===== src/rtl/deserializer_queue_if.sv =====
// rtl/deserializer_queue_if.sv - serial-in / word-out bus for deserializer_queue
//
// Signals:
//   data_in, write_in         serial bit and its valid qualifier
//   dequeue_in, clear_in      pop request and synchronous flush
//   status_out                1 = serial bits accepted, 0 = stalled
//   data_out, data_valid_out  last popped word and its one-cycle pulse
//   len_out, full_out, empty_out  queue occupancy and flags
// master drives the requests (upstream/consumer side), slave is the block.
interface deserializer_queue_if #(
    parameter int DATA_WIDTH = 8,
    parameter int DEPTH      = 8
);
    localparam int LEN_W = $clog2(DEPTH + 1);

    logic                  data_in;
    logic                  write_in;
    logic                  dequeue_in;
    logic                  clear_in;
    logic                  status_out;
    logic [DATA_WIDTH-1:0] data_out;
    logic                  data_valid_out;
    logic [LEN_W-1:0]      len_out;
    logic                  full_out;
    logic                  empty_out;

    modport master (
        output data_in, write_in, dequeue_in, clear_in,
        input  status_out, data_out, data_valid_out, len_out, full_out, empty_out
    );

    modport slave (
        input  data_in, write_in, dequeue_in, clear_in,
        output status_out, data_out, data_valid_out, len_out, full_out, empty_out
    );
endinterface


===== src/rtl/deserializer_queue.sv =====
// rtl/deserializer_queue.sv - serial-to-parallel converter feeding a circular word queue
//
// Ports:
//   clock  rising-edge clock for all state
//   reset  asynchronous active-low reset
//   bus    deserializer_queue_if.slave (serial input, pop/clear, word output, status)
// A word completing while the queue is full is parked in a pending register and
// the serial side stalls (status_out=0) until the queue has room again.
module deserializer_queue #(
    parameter int DATA_WIDTH = 8,
    parameter int DEPTH      = 8,
    parameter int MSB_FIRST  = 1
) (
    input  logic                 clock,
    input  logic                 reset,
    deserializer_queue_if.slave  bus
);
    localparam int AW = $clog2(DEPTH);
    localparam int CW = $clog2(DATA_WIDTH);
    localparam int LW = $clog2(DEPTH + 1);

    typedef enum logic {
        ACCEPT = 1'b0,
        STALL  = 1'b1
    } state_t;

    state_t                state;
    logic [DATA_WIDTH-1:0] mem [DEPTH];
    logic [DATA_WIDTH-1:0] shift_reg;
    logic [DATA_WIDTH-1:0] shift_next;
    logic [DATA_WIDTH-1:0] pend_word;
    logic [DATA_WIDTH-1:0] enq_word;
    logic [DATA_WIDTH-1:0] data_out_r;
    logic                  data_valid_r;
    logic [CW-1:0]         bit_cnt;
    logic [AW-1:0]         head;
    logic [AW-1:0]         tail;
    logic [LW-1:0]         len;

    logic accept;
    logic word_done;
    logic full;
    logic empty;
    logic enq_pend;
    logic enq;
    logic deq;

    always_comb begin
        shift_next = shift_reg;
        if (MSB_FIRST != 0) begin
            shift_next = {shift_reg[DATA_WIDTH-2:0], bus.data_in};
        end else begin
            shift_next = {bus.data_in, shift_reg[DATA_WIDTH-1:1]};
        end
    end

    assign full      = (len == LW'(DEPTH));
    assign empty     = (len == '0);
    assign accept    = bus.write_in && (state == ACCEPT);
    assign word_done = accept && (bit_cnt == CW'(DATA_WIDTH - 1));
    // Only one source can enqueue per edge: a completing word is only possible
    // in ACCEPT, the pending word only in STALL. Space is judged on len before
    // the edge, so a same-edge pop never makes room (no bypass).
    assign enq_pend  = (state == STALL) && !full;
    assign enq       = (word_done && !full) || enq_pend;
    assign enq_word  = (state == STALL) ? pend_word : shift_next;
    assign deq       = bus.dequeue_in && !empty;

    always_ff @(posedge clock) begin
        if (enq && !bus.clear_in) begin
            mem[tail] <= enq_word;
        end
    end

    always_ff @(posedge clock or negedge reset) begin
        if (!reset) begin
            state        <= ACCEPT;
            shift_reg    <= '0;
            pend_word    <= '0;
            bit_cnt      <= '0;
            head         <= '0;
            tail         <= '0;
            len          <= '0;
            data_out_r   <= '0;
            data_valid_r <= 1'b0;
        end else if (bus.clear_in) begin
            // Partial-word bits need no flush: a fresh word overwrites every bit.
            state        <= ACCEPT;
            bit_cnt      <= '0;
            head         <= '0;
            tail         <= '0;
            len          <= '0;
            data_valid_r <= 1'b0;
        end else begin
            data_valid_r <= deq;
            if (deq) begin
                data_out_r <= mem[head];
                head       <= head + AW'(1);
            end
            if (accept) begin
                shift_reg <= shift_next;
                bit_cnt   <= word_done ? '0 : bit_cnt + CW'(1);
            end
            if (enq) begin
                tail <= tail + AW'(1);
            end
            if (word_done && full) begin
                pend_word <= shift_next;
                state     <= STALL;
            end else if (enq_pend) begin
                state <= ACCEPT;
            end
            if (enq && !deq) begin
                len <= len + LW'(1);
            end else if (!enq && deq) begin
                len <= len - LW'(1);
            end
        end
    end

    assign bus.status_out     = (state == ACCEPT);
    assign bus.data_out       = data_out_r;
    assign bus.data_valid_out = data_valid_r;
    assign bus.len_out        = len;
    assign bus.full_out       = full;
    assign bus.empty_out      = empty;
endmodule


===== src/flat_wrapper.sv =====
// flat-port wrapper written by rule: the top's interface ports become plain ports
module deserializer_queue_flat 
#(
    parameter int DATA_WIDTH = 8,
    parameter int DEPTH      = 8,
    parameter int MSB_FIRST  = 1
)
  (clock, reset, bus_data_in, bus_write_in, bus_dequeue_in, bus_clear_in, bus_status_out, bus_data_out, bus_data_valid_out, bus_len_out, bus_full_out, bus_empty_out);
  deserializer_queue_if #(.DATA_WIDTH(DATA_WIDTH), .DEPTH(DEPTH)) bus_i ();
  input  logic clock;
  input  logic reset;
  input wire logic [$bits(bus_i.data_in)-1:0] bus_data_in;
  input wire logic [$bits(bus_i.write_in)-1:0] bus_write_in;
  input wire logic [$bits(bus_i.dequeue_in)-1:0] bus_dequeue_in;
  input wire logic [$bits(bus_i.clear_in)-1:0] bus_clear_in;
  output wire logic [$bits(bus_i.status_out)-1:0] bus_status_out;
  output wire logic [$bits(bus_i.data_out)-1:0] bus_data_out;
  output wire logic [$bits(bus_i.data_valid_out)-1:0] bus_data_valid_out;
  output wire logic [$bits(bus_i.len_out)-1:0] bus_len_out;
  output wire logic [$bits(bus_i.full_out)-1:0] bus_full_out;
  output wire logic [$bits(bus_i.empty_out)-1:0] bus_empty_out;
  assign bus_i.data_in = bus_data_in;
  assign bus_i.write_in = bus_write_in;
  assign bus_i.dequeue_in = bus_dequeue_in;
  assign bus_i.clear_in = bus_clear_in;
  assign bus_status_out = bus_i.status_out;
  assign bus_data_out = bus_i.data_out;
  assign bus_data_valid_out = bus_i.data_valid_out;
  assign bus_len_out = bus_i.len_out;
  assign bus_full_out = bus_i.full_out;
  assign bus_empty_out = bus_i.empty_out;
  deserializer_queue #(.DATA_WIDTH(DATA_WIDTH), .DEPTH(DEPTH), .MSB_FIRST(MSB_FIRST)) u_core (.clock(clock), .reset(reset), .bus(bus_i));
endmodule

===== config.mk =====
export PLATFORM = sky130hd
export DESIGN_NAME = deserializer_queue_flat
export DESIGN_NICKNAME = d
export VERILOG_FILES = /design/src/rtl/deserializer_queue_if.sv /design/src/rtl/deserializer_queue.sv /design/src/flat_wrapper.sv
export SDC_FILE = /design/constraint.sdc
export NUM_CORES = 1
export LEC_CHECK = 0
export BUFFER_PORTS_ARGS = -buffer_cell sky130_fd_sc_hd__buf_2
export CORE_MARGIN = 3
export CORE_UTILIZATION = 60
export CTS_CLUSTER_DIAMETER = 30
export CTS_CLUSTER_SIZE = 14
export DETAILED_ROUTE_END_ITERATION = 8
export PLACE_DENSITY = 0.84
export SYNTH_ARGS = -nofsm -noshare
export SYNTH_HDL_FRONTEND = slang
export SYNTH_SLANG_ARGS = --single-unit

===== constraint.sdc =====
create_clock -name clock -period 3 [get_ports clock]
set_input_delay 0.15 -clock clock [delete_from_list [all_inputs] [get_ports clock]]
set_output_delay 0.15 -clock clock [all_outputs]
set_load 0.01 [all_outputs]

==> impl_results.html <==
<table>
<tr><th>Metric</th><th>Value</th></tr>
<tr><th colspan="2">Clocking</th></tr>
<tr><td>Total clock sinks</td><td>102</td></tr>
<tr><td>Post-CTS resize count</td><td>0</td></tr>
<tr><td>Htree depth</td><td>3</td></tr>
<tr><td>Maximum count of clock buffers along a single path</td><td>2</td></tr>
<tr><td>CTS Root Buffer Type</td><td>sky130_fd_sc_hd__clkbuf_8</td></tr>
<tr><td>CTS clock-pin slew for the worst setup and hold paths</td><td>0.09 ns</td></tr>
<tr><td>Worst-Skew Late Latency</td><td>0.35 ns</td></tr>
<tr><td>Clock tree from TritonCTS</td><td>built</td></tr>
<tr><td>Inserted Clock Buffers</td><td>9</td></tr>
<tr><th colspan="2">Yosys</th></tr>
<tr><td>Number of instances in the synthesized netlist</td><td>260</td></tr>
<tr><td>Number of synthesized register bits</td><td>102</td></tr>
<tr><td>Post-synth design cell area</td><td>0.00425 mm²</td></tr>
<tr><td>Distinct cell type count after synthesis</td><td>36</td></tr>
<tr><td>Post-Synthesis Net Count</td><td>273</td></tr>
<tr><td>Sequential cell area fraction in the yosys report</td><td>67.5%</td></tr>
<tr><td>Share of flip-flops with an asynchronous set or reset</td><td>37.3%</td></tr>
<tr><td>Number of enable flip-flop cells after synthesis</td><td>64</td></tr>
<tr><td>Primary FF master, synth</td><td>sky130_fd_sc_hd__edfxtp_1</td></tr>
<tr><td>Mean instance size in the synthesized netlist</td><td>16.4 µm²</td></tr>
<tr><td>Total number of yosys warnings</td><td>0</td></tr>
<tr><th colspan="2">Floorplan</th></tr>
<tr><td>Number of placed I/O pins</td><td>22</td></tr>
<tr><td>Floorplan row count</td><td>30</td></tr>
<tr><td>Die boundary width</td><td>90.2 µm</td></tr>
<tr><td>Starting density of the core</td><td>62.3%</td></tr>
<tr><td>Overall die area</td><td>0.00813 mm²</td></tr>
<tr><td>Overall die height</td><td>90.2 µm</td></tr>
<tr><td>Placeable core area</td><td>0.00683 mm²</td></tr>
<tr><th colspan="2">Setup path</th></tr>
<tr><td>Largest fanout of any net on the critical path</td><td>6</td></tr>
<tr><td>Worst setup EP type</td><td>flip-flop</td></tr>
<tr><td>Sort of element at the start of the critical path</td><td>flip-flop</td></tr>
<tr><td>Type of the worst setup path</td><td>flip-flop to flip-flop</td></tr>
<tr><td>CP required</td><td>3.23 ns</td></tr>
<tr><td>Arrival time worst endpoint</td><td>3.05 ns</td></tr>
<tr><th colspan="2">Placement</th></tr>
<tr><td>Cell Count Post-Placement</td><td>375</td></tr>
<tr><td>Placed standard-cell area</td><td>0.00450 mm²</td></tr>
<tr><td>HPWL after detailed placement</td><td>4530 µm</td></tr>
<tr><td>Number of port buffers</td><td>21</td></tr>
<tr><td>RePlAce Congestion</td><td>0.747</td></tr>
<tr><th colspan="2">Finish</th></tr>
<tr><td>Number of fillers in the final layout</td><td>462</td></tr>
<tr><td>Largest register by flop count</td><td>u_core.mem</td></tr>
<tr><td>Area grow syn2layout</td><td>10.7%</td></tr>
<tr><td>Final core area utilization</td><td>68.9%</td></tr>
<tr><td>Max FFs per register</td><td>64</td></tr>
<tr><td>Leading cell type in the layout, fill and taps excluded</td><td>sky130_fd_sc_hd__edfxtp_1</td></tr>
<tr><td>Post-layout net count</td><td>304</td></tr>
<tr><td>Layout Cells excl Fill</td><td>392</td></tr>
<tr><td>Fin area</td><td>0.00471 mm²</td></tr>
<tr><td>Layout cell share with drive strength beyond 1</td><td>29.4%</td></tr>
<tr><td>Top library cells by usage in the layout, fill and taps aside</td><td>sky130_fd_sc_hd__edfxtp_1 (64), sky130_fd_sc_hd__dfrtp_1 (38), sky130_fd_sc_hd__mux2_2 (23), sky130_fd_sc_hd__buf_2 (21), sky130_fd_sc_hd__nor2_1 (20)</td></tr>
<tr><td>Total inserted antenna cells</td><td>0</td></tr>
<tr><th colspan="2">Timing</th></tr>
<tr><td>Transition time at the pin with the least slew margin</td><td>0.939 ns</td></tr>
<tr><td>Worst Clk Skew</td><td>0.00882 ns</td></tr>
<tr><td>Highest achievable clock rate</td><td>355 MHz</td></tr>
<tr><td>Hold Fails Final Rpt</td><td>0</td></tr>
<tr><td>Fin. max-slew vios</td><td>0</td></tr>
<tr><td>Time the final worst path needs with I/O delays and setup</td><td>2.82 ns</td></tr>
<tr><td>Setup total negative slack</td><td>0 ns</td></tr>
<tr><td>Crit share post-route</td><td>93.9%</td></tr>
<tr><td>RSZ-0062 raised after global routing</td><td>no</td></tr>
<tr><td>Count of final setup violators</td><td>0</td></tr>
<tr><td>Slew margin rel.</td><td>37.1%</td></tr>
<tr><th colspan="2">Detailed routing</th></tr>
<tr><td>First drt pass iteration count</td><td>4</td></tr>
<tr><td>Via/cell ratio</td><td>5.69</td></tr>
<tr><td>Detailed-route DRC error count</td><td>0</td></tr>
<tr><td>Mean routed wirelength per cell</td><td>17.3 µm</td></tr>
<tr><td>Starting DRT DRC Count</td><td>115</td></tr>
<tr><td>Routed via count</td><td>2232</td></tr>
<tr><td>Wire length after detailed routing</td><td>6760 µm</td></tr>
<tr><td>Antenna viol nets, final</td><td>0</td></tr>
<tr><th colspan="2">Global routing</th></tr>
<tr><td>Gr usage total</td><td>17.6%</td></tr>
<tr><td>Number of global-route vias before repair</td><td>2213</td></tr>
<tr><td>Overflow left after global routing</td><td>0</td></tr>
<tr><td>First-pass GRT wire length</td><td>11100 µm</td></tr>
<tr><td>Number of antenna violations at the first check in global routing</td><td>0</td></tr>
<tr><td>Maximum number of pins on one net before global-route repair</td><td>39</td></tr>
<tr><th colspan="2">Power and ir drop</th></tr>
<tr><td>Total design power</td><td>3530 µW</td></tr>
<tr><td>Leakage Power</td><td>0.00171 µW</td></tr>
<tr><td>Largest vdd supply drop</td><td>0.000339 V</td></tr>
<tr><td>Pwr dens</td><td>750 mW/mm²</td></tr>
<tr><th colspan="2">Status</th></tr>
<tr><td>Run status</td><td>finished, final reports clean</td></tr>
<tr><th colspan="2">Job</th></tr>
<tr><td>Max-Cap Viols</td><td>0</td></tr>
<tr><th colspan="2">Hold path</th></tr>
<tr><td>Path type of the worst min-delay path</td><td>input port to flip-flop</td></tr>
</table>
cells by family after synthesis:
family / after synthesis / synth area share, %
AO/OA/AOI/OAI: 26 / 3.82
flip-flops: 102 / 67.5
adder cells (fa/ha/maj): 7 / 2.24
multiplexers: 48 / 16.7
AND/OR/NAND/NOR: 55 / 6.94
buffers and inverters: 17 / 1.74
XOR/XNOR: 5 / 1.03
Yosys cell counts (2+ instances only):
master / instances / area, µm²
sky130_fd_sc_hd__a21oi_1: 17 / 85.1
sky130_fd_sc_hd__buf_2: 2 / 10.0
sky130_fd_sc_hd__clkbuf_1: 7 / 26.3
sky130_fd_sc_hd__dfrtp_1: 38 / 951
sky130_fd_sc_hd__edfxtp_1: 64 / 1920
sky130_fd_sc_hd__ha_1: 6 / 75.1
sky130_fd_sc_hd__inv_1: 5 / 18.8
sky130_fd_sc_hd__mux2_2: 23 / 259
sky130_fd_sc_hd__mux2i_1: 9 / 90.1
sky130_fd_sc_hd__mux4_2: 16 / 360
sky130_fd_sc_hd__nand2_1: 7 / 26.3
sky130_fd_sc_hd__nand2b_1: 2 / 12.5
sky130_fd_sc_hd__nand3_1: 5 / 25.0
sky130_fd_sc_hd__nand3b_1: 2 / 15.0
sky130_fd_sc_hd__nor2_1: 20 / 75.1
sky130_fd_sc_hd__nor3_1: 8 / 40.0
sky130_fd_sc_hd__nor3b_1: 4 / 30.0
sky130_fd_sc_hd__nor4_1: 2 / 12.5
sky130_fd_sc_hd__o21ai_0: 2 / 10.0
sky130_fd_sc_hd__or4b_1: 2 / 20.0
sky130_fd_sc_hd__xnor2_1: 2 / 17.5
sky130_fd_sc_hd__xor2_1: 3 / 26.3
final timing paths:
path | start | slack, ns | cells after the start | end
min in group asynchronous | reset | 0.43 | 2 | u_core.pend_word[0]
max in group asynchronous | reset | 2.05 | 2 | u_core.bus.data_out[5]
hold reg to reg | u_core.pend_word[6] | 0.51 | 1 | u_core.pend_word[6]
hold / removal | bus_data_in | 0.07 | 2 | u_core.pend_word[0]
setup reg to reg | u_core.bit_cnt[0] | 0.18 | 9 | u_core.bus.len_out[3]
setup / recovery | u_core.bit_cnt[0] | 0.18 | 9 | u_core.bus.len_out[3]
power by group:
group	leakage [µW]	internal, µW	total [µW]	switching, µW
Clock	0.0000993	394	841	447
Sequential	0.00106	1700	1820	123
Combinational	0.000550	405	864	459
per-layer routing:
metal,global-route usage (%),part of all wire (%),vias to the layer above
li1,-,-,1052
met1,24.3,46,1128
met2,28.1,50,47
met3,3.01,3.5,5
met4,7.40,0.96,0
met5,0,0,-
stage by stage:
stage               setup WS [ns]  hold WS (ns)
CTS                         0.187        0.0555
floorplan                   0.241        -0.146
finish                      0.183        0.0748
global placement            0.446         0.311
global route               0.0393        0.0535
detailed placement          0.246         0.311
what timing repair did:
| action | CTS | global route |
|---|---|---|
| endpoints found under the setup margin | 0 | 0 |
| setup buffers | 0 | 0 |
| hold endpoints to repair | 38 | 0 |
| hold buffers | 1 | 0 |
worst max-delay path: stages (launching register included):
cell                       delay [ns]
sky130_fd_sc_hd__dfrtp_1         0.40
sky130_fd_sc_hd__ha_1            0.17
sky130_fd_sc_hd__ha_1            0.27
sky130_fd_sc_hd__a21o_1          0.29
sky130_fd_sc_hd__nand3_1         0.22
sky130_fd_sc_hd__ha_1            0.40
sky130_fd_sc_hd__a21oi_1         0.24
sky130_fd_sc_hd__nand2_1         0.10
sky130_fd_sc_hd__or4b_1          0.50
sky130_fd_sc_hd__o311ai_0        0.10
area by class of cell:
type | count | area (µm²) | area share (%)
clock inverters | 6 | 68.8 | 1.46
inverters | 6 | 22.5 | 0.479
repair buffers | 31 | 183 | 3.88
multi-input cells | 141 | 1310 | 27.9
well taps | 96 | 120 | 2.55
flip-flops and latches | 102 | 2870 | 61.0
clock buffers | 10 | 128 | 2.71
Note: power is estimated with default switching activity, not from simulation.
